`src/rtl/line_cmd_pkg.sv`:
```
`default_nettype none
// +--------------------------------------------------------------------------+
// | Module      : line_cmd_pkg                                               |
// | Description : Shared constants and types for the line command queue:     |
// |               CPU register offsets, STATUS/CTRL bit positions, the       |
// |               sequencer state encoding and the queued command layout.    |
// | Revision    : 1.0 - initial release                                      |
// +--------------------------------------------------------------------------+
package line_cmd_pkg;

    // CPU word offsets
    localparam logic [2:0] c_REG_COLOR  = 3'd0;
    localparam logic [2:0] c_REG_X0     = 3'd1;
    localparam logic [2:0] c_REG_Y0     = 3'd2;
    localparam logic [2:0] c_REG_X1     = 3'd3;
    localparam logic [2:0] c_REG_Y1     = 3'd4;
    localparam logic [2:0] c_REG_GO     = 3'd5;
    localparam logic [2:0] c_REG_CTRL   = 3'd6;
    localparam logic [2:0] c_REG_STATUS = 3'd7;

    // STATUS bit positions (count occupies [7:0])
    localparam int c_STAT_FULL  = 8;
    localparam int c_STAT_EMPTY = 9;
    localparam int c_STAT_OVF   = 10;
    localparam int c_STAT_BUSY  = 11;

    // CTRL bit positions
    localparam int c_CTRL_CLR_OVF = 0;
    localparam int c_CTRL_FLUSH   = 1;

    // Sequencer state encoding
    typedef logic [2:0] seq_state_t;
    localparam seq_state_t c_S_IDLE  = 3'd0;
    localparam seq_state_t c_S_COLOR = 3'd1;
    localparam seq_state_t c_S_X0    = 3'd2;
    localparam seq_state_t c_S_Y0    = 3'd3;
    localparam seq_state_t c_S_X1    = 3'd4;
    localparam seq_state_t c_S_Y1    = 3'd5;
    localparam seq_state_t c_S_TRIG  = 3'd6;
    localparam seq_state_t c_S_HOLD  = 3'd7;

    // One complete line command, 64 bits
    typedef struct packed {
        logic [23:0] color;
        logic [9:0]  x0;
        logic [9:0]  y0;
        logic [9:0]  x1;
        logic [9:0]  y1;
    } line_entry_t;

endpackage
`default_nettype wire

```
`src/rtl/cmd_fifo.sv`:
```
`default_nettype none
// +--------------------------------------------------------------------------+
// | Module      : cmd_fifo                                                   |
// | Description : Synchronous FIFO with show-ahead output (dout is the head  |
// |               entry whenever empty is low).                              |
// |   clk, rst      clock, asynchronous active-high reset                    |
// |   push, din     write request and data; ignored when full                |
// |   pop           read request; ignored when empty                         |
// |   flush         discards every entry still queued after this cycle       |
// |   dout          head entry                                               |
// |   count/full/empty  occupancy flags                                      |
// | Revision    : 1.0 - initial release                                      |
// +--------------------------------------------------------------------------+
module cmd_fifo #(
    parameter int WIDTH = 64,
    parameter int DEPTH = 4,
    parameter int AW    = $clog2(DEPTH)
) (
    input  logic             clk,
    input  logic             rst,
    input  logic             push,
    input  logic             pop,
    input  logic             flush,
    input  logic [WIDTH-1:0] din,
    output logic [WIDTH-1:0] dout,
    output logic [AW:0]      count,
    output logic             full,
    output logic             empty
);

    logic [WIDTH-1:0] r_mem [DEPTH];
    logic [AW:0]      r_wr_ptr;
    logic [AW:0]      r_rd_ptr;
    logic             w_push_ok;
    logic             w_pop_ok;

    // Full/empty are judged on the state at the start of the cycle, so a
    // pop in the same cycle never makes room for a push into a full FIFO.
    assign w_push_ok = push && !full;
    assign w_pop_ok  = pop && !empty;

    always_ff @(posedge clk or posedge rst) begin
        if (rst) begin
            r_wr_ptr <= '0;
            r_rd_ptr <= '0;
        end else begin
            if (w_push_ok) begin
                r_wr_ptr <= r_wr_ptr + 1'b1;
            end
            // The head popped this cycle has already left through dout,
            // so jumping the read pointer to the write pointer only drops
            // entries that were still waiting.
            if (flush) begin
                r_rd_ptr <= r_wr_ptr;
            end else if (w_pop_ok) begin
                r_rd_ptr <= r_rd_ptr + 1'b1;
            end
        end
    end

    always_ff @(posedge clk) begin
        if (w_push_ok) begin
            r_mem[r_wr_ptr[AW-1:0]] <= din;
        end
    end

    assign dout  = r_mem[r_rd_ptr[AW-1:0]];
    assign count = r_wr_ptr - r_rd_ptr;
    assign empty = (r_wr_ptr == r_rd_ptr);
    assign full  = (r_wr_ptr[AW] != r_rd_ptr[AW]) &&
                   (r_wr_ptr[AW-1:0] == r_rd_ptr[AW-1:0]);

endmodule
`default_nettype wire

```
`src/rtl/line_cmd_queue.sv`:
```
`default_nettype none
// +--------------------------------------------------------------------------+
// | Module      : line_cmd_queue                                             |
// | Description : CPU command port, command FIFO and sequencer feeding the   |
// |               line engine. Software stages colour and endpoints, writes  |
// |               GO to queue a line; the sequencer replays each command as  |
// |               colour/x0/y0/x1/y1 strobes followed by a trigger pulse.    |
// |   clk, rst                  clock, asynchronous active-high reset        |
// |   cpu_addr/din/we/re/dout   register port (dout registered)              |
// |   busy                      sequencer active or FIFO not empty           |
// |   LE_ready                  engine idle, sampled only when idle          |
// |   LE_color, LE_point        colour and coordinate buses                  |
// |   LE_*_valid, LE_trigger    one-cycle strobes                            |
// | Revision    : 1.0 - initial release                                      |
// +--------------------------------------------------------------------------+
module line_cmd_queue #(
    parameter int DEPTH = 4,
    parameter int AW    = $clog2(DEPTH)
) (
    input  logic        clk,
    input  logic        rst,
    input  logic [2:0]  cpu_addr,
    input  logic [31:0] cpu_din,
    input  logic        cpu_we,
    input  logic        cpu_re,
    output logic [31:0] cpu_dout,
    output logic        busy,
    input  logic        LE_ready,
    output logic [31:0] LE_color,
    output logic [9:0]  LE_point,
    output logic        LE_color_valid,
    output logic        LE_x0_valid,
    output logic        LE_y0_valid,
    output logic        LE_x1_valid,
    output logic        LE_y1_valid,
    output logic        LE_trigger
);

    import line_cmd_pkg::*;

    logic [23:0] r_color;
    logic [9:0]  r_x0, r_y0, r_x1, r_y1;
    logic        r_overflow;
    line_entry_t r_cmd;
    seq_state_t  r_state, w_next;

    logic        w_go, w_flush, w_pop;
    logic        w_full, w_empty, w_busy;
    logic [AW:0] w_count;
    line_entry_t w_push_entry, w_head;
    logic [31:0] w_status, w_rdata;
    logic        w_unused;

    // Upper data bits have no home in any register.
    assign w_unused = ^cpu_din[31:24];

    assign w_go    = cpu_we && (cpu_addr == c_REG_GO);
    assign w_flush = cpu_we && (cpu_addr == c_REG_CTRL) && cpu_din[c_CTRL_FLUSH];
    assign w_pop   = (r_state == c_S_IDLE) && !w_empty && LE_ready;
    assign w_busy  = (r_state != c_S_IDLE) || !w_empty;
    assign busy    = w_busy;

    assign w_push_entry = '{color: r_color, x0: r_x0, y0: r_y0, x1: r_x1, y1: r_y1};

    cmd_fifo #(
        .WIDTH ($bits(line_entry_t)),
        .DEPTH (DEPTH),
        .AW    (AW)
    ) u_fifo (
        .clk   (clk),
        .rst   (rst),
        .push  (w_go),
        .pop   (w_pop),
        .flush (w_flush),
        .din   (w_push_entry),
        .dout  (w_head),
        .count (w_count),
        .full  (w_full),
        .empty (w_empty)
    );

    // Staged registers and sticky overflow
    always_ff @(posedge clk or posedge rst) begin
        if (rst) begin
            r_color    <= '0;
            r_x0       <= '0;
            r_y0       <= '0;
            r_x1       <= '0;
            r_y1       <= '0;
            r_overflow <= 1'b0;
        end else if (cpu_we) begin
            case (cpu_addr)
                c_REG_COLOR: r_color <= cpu_din[23:0];
                c_REG_X0:    r_x0    <= cpu_din[9:0];
                c_REG_Y0:    r_y0    <= cpu_din[9:0];
                c_REG_X1:    r_x1    <= cpu_din[9:0];
                c_REG_Y1:    r_y1    <= cpu_din[9:0];
                c_REG_GO:    if (w_full) r_overflow <= 1'b1;
                c_REG_CTRL:  if (cpu_din[c_CTRL_CLR_OVF]) r_overflow <= 1'b0;
                default:     ;
            endcase
        end
    end

    // Read path
    always_comb begin
        w_status              = '0;
        w_status[AW:0]        = w_count;
        w_status[c_STAT_FULL] = w_full;
        w_status[c_STAT_EMPTY]= w_empty;
        w_status[c_STAT_OVF]  = r_overflow;
        w_status[c_STAT_BUSY] = w_busy;
    end

    always_comb begin
        w_rdata = '0;
        case (cpu_addr)
            c_REG_COLOR:  w_rdata[23:0] = r_color;
            c_REG_X0:     w_rdata[9:0]  = r_x0;
            c_REG_Y0:     w_rdata[9:0]  = r_y0;
            c_REG_X1:     w_rdata[9:0]  = r_x1;
            c_REG_Y1:     w_rdata[9:0]  = r_y1;
            c_REG_STATUS: w_rdata       = w_status;
            default:      ;
        endcase
    end

    always_ff @(posedge clk or posedge rst) begin
        if (rst) begin
            cpu_dout <= '0;
        end else if (cpu_re) begin
            cpu_dout <= w_rdata;
        end
    end

    // Sequencer: state register
    always_ff @(posedge clk or posedge rst) begin
        if (rst) begin
            r_state <= c_S_IDLE;
        end else begin
            r_state <= w_next;
        end
    end

    // Sequencer: next state
    always_comb begin
        w_next = c_S_IDLE;
        case (r_state)
            c_S_IDLE:  w_next = w_pop ? c_S_COLOR : c_S_IDLE;
            c_S_COLOR: w_next = c_S_X0;
            c_S_X0:    w_next = c_S_Y0;
            c_S_Y0:    w_next = c_S_X1;
            c_S_X1:    w_next = c_S_Y1;
            c_S_Y1:    w_next = c_S_TRIG;
            c_S_TRIG:  w_next = c_S_HOLD;
            default:   w_next = c_S_IDLE;
        endcase
    end

    // Outputs are registered from the next state so each strobe is high
    // during exactly the cycle the sequencer spends in its state.
    always_ff @(posedge clk or posedge rst) begin
        if (rst) begin
            r_cmd          <= '0;
            LE_point       <= '0;
            LE_color_valid <= 1'b0;
            LE_x0_valid    <= 1'b0;
            LE_y0_valid    <= 1'b0;
            LE_x1_valid    <= 1'b0;
            LE_y1_valid    <= 1'b0;
            LE_trigger     <= 1'b0;
        end else begin
            if (w_pop) begin
                r_cmd <= w_head;
            end
            LE_color_valid <= (w_next == c_S_COLOR);
            LE_x0_valid    <= (w_next == c_S_X0);
            LE_y0_valid    <= (w_next == c_S_Y0);
            LE_x1_valid    <= (w_next == c_S_X1);
            LE_y1_valid    <= (w_next == c_S_Y1);
            LE_trigger     <= (w_next == c_S_TRIG);
            case (w_next)
                c_S_X0:  LE_point <= r_cmd.x0;
                c_S_Y0:  LE_point <= r_cmd.y0;
                c_S_X1:  LE_point <= r_cmd.x1;
                c_S_Y1:  LE_point <= r_cmd.y1;
                default: LE_point <= '0;
            endcase
        end
    end

    // The holding register loads at the pop edge, so its colour field is
    // already a flop output that holds until the next command.
    assign LE_color = {8'h00, r_cmd.color};

endmodule
`default_nettype wire

```
`config.mk`:
```
export PLATFORM = sky130hd
export DESIGN_NAME = line_cmd_queue
export DESIGN_NICKNAME = d
export VERILOG_FILES = /design/src/rtl/line_cmd_pkg.sv /design/src/rtl/cmd_fifo.sv /design/src/rtl/line_cmd_queue.sv
export SDC_FILE = /design/constraint.sdc
export NUM_CORES = 1
export LEC_CHECK = 0
export ABC_AREA = 1
export BUFFER_PORTS_ARGS = -buffer_cell sky130_fd_sc_hd__buf_2
export CORE_ASPECT_RATIO = 1.25
export CORE_MARGIN = 4
export CORE_UTILIZATION = 56
export CTS_BUF_LIST = sky130_fd_sc_hd__clkbuf_8
export CTS_CLUSTER_DIAMETER = 30
export CTS_CLUSTER_SIZE = 14
export DETAILED_ROUTE_END_ITERATION = 16
export PLACE_DENSITY = 0.76
export SYNTH_ARGS = -nofsm -noshare
export SYNTH_HDL_FRONTEND = slang
export SYNTH_SLANG_ARGS = --single-unit
export TNS_END_PERCENT = 5
```
`constraint.sdc`:
```
create_clock -name clk -period 5.6 [get_ports clk]
set_input_delay 0.56 -clock clk [delete_from_list [all_inputs] [get_ports clk]]
set_output_delay 0.56 -clock clk [all_outputs]
set_load 0.05 [all_outputs]
```
Word level (Yosys, flattened, before mapping) --
Memories as Yosys holds them, arrays and structs flattened. A register that Yosys moved wholly into a read port is not among the register bits. Index checks and enable logic that the tools add are counted.
Cells by class: mux-type cells 12, add/sub/neg operators 3, reduce and logical (&&, ||, !) cells 22, equal/unequal tests 24
Operators with widths (number):
- $pmux W10 S6 | 1
- $pmux W10 S4 | 1
- $eq A3 B3 Y1 const B | 10
- $pmux W14 S2 | 1
- $pmux W3 S7 | 1
- $eq A3 B2 Y1 const B | 6
- $reduce_and A2 Y1 | 5
- $eq A3 B1 Y1 const B | 3
- $logic_and A1 B1 Y1 | 8
- $add A3 B1 Y3 const B | 2
- $logic_not A3 Y1 | 2
- $mux W3 | 2
- $mux W1 | 5
- $reduce_and A4 Y1 | 1
- $reduce_bool A2 Y1 | 2
- $eq A3 B3 Y1 | 1
- $reduce_bool A3 Y1 | 1
- $sub A3 B3 Y3 | 1
- $eq A2 B2 Y1 | 1
- $logic_not A1 Y1 | 2
- $ne A2 B1 Y1 const B | 1
- $ne A2 B2 Y1 const B | 1
- $pmux W1 S2 | 1
- $logic_or A1 B1 Y1 | 1
- $ne A1 B1 Y1 | 1
Word-level totals: RAM bits 256, register bits after elaboration 114, word-level logic and storage cells 79, bits of input ports 40, memories kept 1
Memories:
- u_fifo.r_mem | words 4, bits a word 64, rd ports 1, clocked after Yosys merged registers in 1, write ports 1, RTL line cmd_fifo.sv:31 | logic [WIDTH-1:0] r_mem [DEPTH];

Longest topological paths before layout --
depth after elaboration 8, gate-level depth with buffers 13

Cells and area by module --
Synthesis repeated with hierarchy kept, for this count alone.
Second synthesis, totals: cells, all modules 1559, area, all modules 17616.9 um^2
Modules (own cells, without submodules):
- cmd_fifo | sequential area each 7837.5 um^2, area each 10126.0 um^2, instances 1, cells each 690
- line_cmd_queue | sequential area each 4304.1 um^2, area each 7490.9 um^2, instances 1, cells each 869

Worst setup path before layout --
No wires, ideal clock.
path type reg2reg, start register u_fifo.r_rd_ptr[1], end memory u_fifo.r_mem[0][0], enable pin, arrival time 4.161 ns, period minus slack after synthesis 4.647 ns, path slack 0.953 ns, cell stages (with the launch flop) 10, data required time 5.114 ns, path buffers 2, setup time 0.486 ns, cells stage by stage dfrtp_1 -> inv_1 -> buf_2 -> clkbuf_1 -> ha_1 -> nand2_1 -> inv_1 -> nand3_1 -> nand2_2 -> nor2_1
Between the ends: word-level cells in the longest chain between the ends 6
RTL lines:
- start, declared | RTL line cmd_fifo.sv:33 | logic [AW:0] r_rd_ptr;
- start signal, assigned | RTL line cmd_fifo.sv:54 | r_rd_ptr <= r_wr_ptr;
- start signal, assigned | RTL line cmd_fifo.sv:56 | r_rd_ptr <= r_rd_ptr + 1'b1;
- $eq A2 B2 Y1 | RTL line cmd_fifo.sv:71 | (r_wr_ptr[AW-1:0] == r_rd_ptr[AW-1:0]);
- $logic_and A1 B1 Y1 | RTL line cmd_fifo.sv:70 | assign full = (r_wr_ptr[AW] != r_rd_ptr[AW]) &&
- $logic_not A1 Y1 | RTL line cmd_fifo.sv:39 | assign w_push_ok = push && !full;
- $logic_and A1 B1 Y1 | RTL line cmd_fifo.sv:39
- $mux W1 | RTL line cmd_fifo.sv:62 | if (w_push_ok) begin
- $mux W1 (not written as such) | RTL line cmd_fifo.sv:63 | r_mem[r_wr_ptr[AW-1:0]] <= din;
- end, declared | RTL line cmd_fifo.sv:31
No other way between the ends.

Final worst setup path --
start register u_fifo.r_rd_ptr[0], end memory u_fifo.r_mem[3][30], enable pin
The elaborated chain is that of the path after synthesis.

==> results.yml <==
worst_hold_path:
  min_path_type: "input pin to asynchronous set/reset pin"
pwr:
  netSwitchingFraction_pct: 37.5
  power.density_nw_per_um2: 510
  peakVddDrop_uv: 338
  finalPower_mw: 9.81
  power_leakage_nw: 8.05
  seqPwrFrac_pct: 43.8
  clkPwrFrac_pct: 28.1
  p_switching_mw: 3.68
  p_int_mw: 6.13
  power_frac_comb_pct: 28.0
cells_and_area:
  area_delta_synth_final_pct: 11.0
  nets: 1647
  drive_gt1_share_pct: 15.5
cts:
  cts_tree: "yes"
  clock-root-buffer: "clkbuf_8"
  clk_pin_slew_worst_paths_ps: 80
  post_cts_buffers: 0
  clkLatencyLatePin_ps: 600
  cts.path.max_buffers: 3
  cts_buffers: 66
  clock-sinks: 434
  ctsHoldBuffers: 0
  cts_resized: 0
  htreeDepth: 3
drt:
  routed-via-count: 11488
  antenna_left: 0
  drc_errors: 0
  wl_per_cell_um: 18.9
  drt-total-wl_mm: 38.8
  drtIter0Drc: 1271
  firstDrtPassIters: 5
  viasPerCell: 5.59
setup_path:
  slowest_stage: "dfrtp_4"
  cpLargestDelayFamily: "simple AND/OR/NAND/NOR gates"
  crit_chain: "ha_1, nand2_1, inv_1, nand3_1, nand2_2, nor2_4, buf_4"
  crit_buf_inv: 2
  required_ps: 5830
  worstPathArrival_ps: 3360
  critPathMaxStageDelay_ps: 750
  end_kind: "register"
  crit_fanout: 42
  critPathLaunchType: "register"
  critical_path_class: "register to register"
  r2r_setup_slack_ps: 2480
placed_design:
  hpwl_mm: 22.6
  port-buffer-count: 96
  place_congestion: 0.877
  place_ws_ps: 2490
global_route:
  grt_pass1_wl_mm: 60.4
  grt_use_met1_pct: 31.3
  track_usage_pct: 23.2
  grt_pass1_vias: 11416
  met2_usage_pct: 36.9
  top_usage_layer: "met2"
  grt_max_degree: 114
  gr-total-overflow: 0
  antenna_found_initial: 1
  grt_util_met3_pct: 5.27
die:
  start_util_pct: 57.3
  row_count: 71
  dieArea_um2: 33900
  fp.dieW_um: 165
  core-area_um2: 30300
  die_y_um: 205
  io_pins: 121
timing:
  setup_tns_ps: 0
  layout_setup_ws_ps: 2480
  fmax_ghz: 0.320
  worst_clock_skew_ps: 26.4
  report.final.slew_viol_count: 0
  worst_pin_slew_ps: 1050
  relSlewSlack_pct: 29.9
  rsz0062_at_grt: "false"
  hold_ws_ps: 31.8
  finalHoldViolations: 0
  period_share_pct: 55.8
  fin_crit_ps: 3120
  setup_violations: 0
synth:
  syn_avg_cell_area_um2: 11.3
  yosys_warnings: 0
  synth.area.top_cells: "edfxtp_1, dfrtp_1, nand2_1"
  synth_seq_cells: 434
  synth_top_area_cell: "edfxtp_1"
  ys_types: 37
  netlist_instances: 1529
  netlist_area_um2: 17300
  yosysSeqAreaShare_pct: 70.0
  synth_top_area_share_pct: 44.3
run:
  drv_cap: 0
outcome:
  status: "complete, no violations"
cell families after synthesis:
kind of cell	synth area share (%)
buffers and inverters	6.07
AOI/OAI and AO/OA	10.2
and+or+nand+nor	13.0
other	0.0216
xor gates and xnor gates	0.152
adders and majority gates	0.620
DFF	70.0
Yosys cell counts, drive strengths merged:
library cell  count
nand3            37
ha                7
inv              87
fa                1
nor3              4
o22ai            82
o31ai             1
a21oi             2
nand2           337
conb              1
nand4             2
or2               9
o21ai           240
o211ai            1
nor2            155
a31oi             2
o2111ai           1
edfxtp          256
and3              1
buf              81
xnor2             1
dfrtp           178
clkbuf           41
xor2              2
metal layers:
layer  vias up  wire (um)
li1       5329          -
met1      5521      15600
met2       536      18500
met3       102       3500
met4         0       1260
met5         -          0
registers in the layout, indices dropped and copies added, names as in the netlist:
signal / flops
r_overflow: 1
r_y1: 10
LE_trigger: 1
LE_y0_valid: 1
u_fifo.r_rd_ptr: 3
LE_x0_valid: 1
u_fifo.r_mem: 256
r_color: 24
r_x1: 10
r_y0: 10
cpu_dout: 24
LE_y1_valid: 1
LE_color_valid: 1
u_fifo.r_wr_ptr: 3
r_state: 3
LE_point: 10
LE_x1_valid: 1
r_cmd: 40
LE_color: 24
r_x0: 10
metrics by stage:
step	utilization (%)	area, um^2	instances
global route	63.6	19300	2055
floorplan	-	17400	1544
global placement	58.8	17800	1932
detailed placement	58.8	17800	1932
CTS	63.6	19300	2054
finish	63.6	19300	2055
path summary, 6_finish.rpt:
kind,from,depth (start not counted),endpoint
max,u_fifo.r_rd_ptr[0],7,u_fifo.r_mem[3][30]
min in group clk,cpu_din[14],3,r_color[14]
max reg2reg,u_fifo.r_rd_ptr[0],7,u_fifo.r_mem[3][30]
min,rst,2,LE_color_valid
min reg2reg,LE_color[22],2,LE_color[22]
max in group asynchronous,rst,3,u_fifo.r_rd_ptr[0]
power groups by stage:
stage,Clock [mW],Combinational [mW],Sequential (mW)
5_1_grt,2.95,3.04,4.36
4_1_cts,2.80,2.76,4.29
2_1_floorplan,0,2.03,4.43
3_5_place_dp,0,2.74,4.36
6_report,2.76,2.75,4.30
3_3_place_gp,0,2.67,4.33
worst reg2reg max path, delay by kind of cell, from the launching register on:
kind / cells / cell delay [ps]
fa+ha+maj: 1 / 350
simple gates: 4 / 1080
buf+inv: 2 / 570
flops: 1 / 750
layout make-up:
class | count | area (um^2)
Sequential cell | 434 | 12100
Fill cell | 2244 | 11000
Multi-Input combinational cell | 901 | 4230
Clock buffer | 68 | 936
Timing Repair Buffer | 109 | 616
Tap cell | 401 | 502
Clock inverter | 54 | 489
Inverter | 87 | 335
Antenna cell | 1 | 2.50
cells in the final DEF (no fill, tap or decap), types with 2 or more instances in the layout:
master	netlist	routed
a21oi_1	2	2
nand4_1	2	2
ha_1	7	7
dfrtp_1	178	176
bufinv_16	0	5
inv_1	81	93
buf_4	42	10
nor2_1	148	145
clkinv_4	0	6
inv_4	1	2
clkinv_2	0	8
nor2_8	2	2
buf_2	30	96
nand2_4	4	4
clkinvlp_4	0	9
nand3_1	36	36
nor3_1	3	3
buf_12	0	3
nand2_2	5	5
o21ai_0	196	196
clkbuf_8	0	68
xor2_1	2	2
o22ai_1	82	82
inv_8	0	3
inv_2	5	4
conb_1	1	16
nor2_4	4	7
edfxtp_1	256	256
o21ai_1	44	44
or2_2	9	9
nand2_1	328	328
inv_6	0	10
a31oi_1	2	2
No activity file was read; power rests on OpenSTA's default activity.
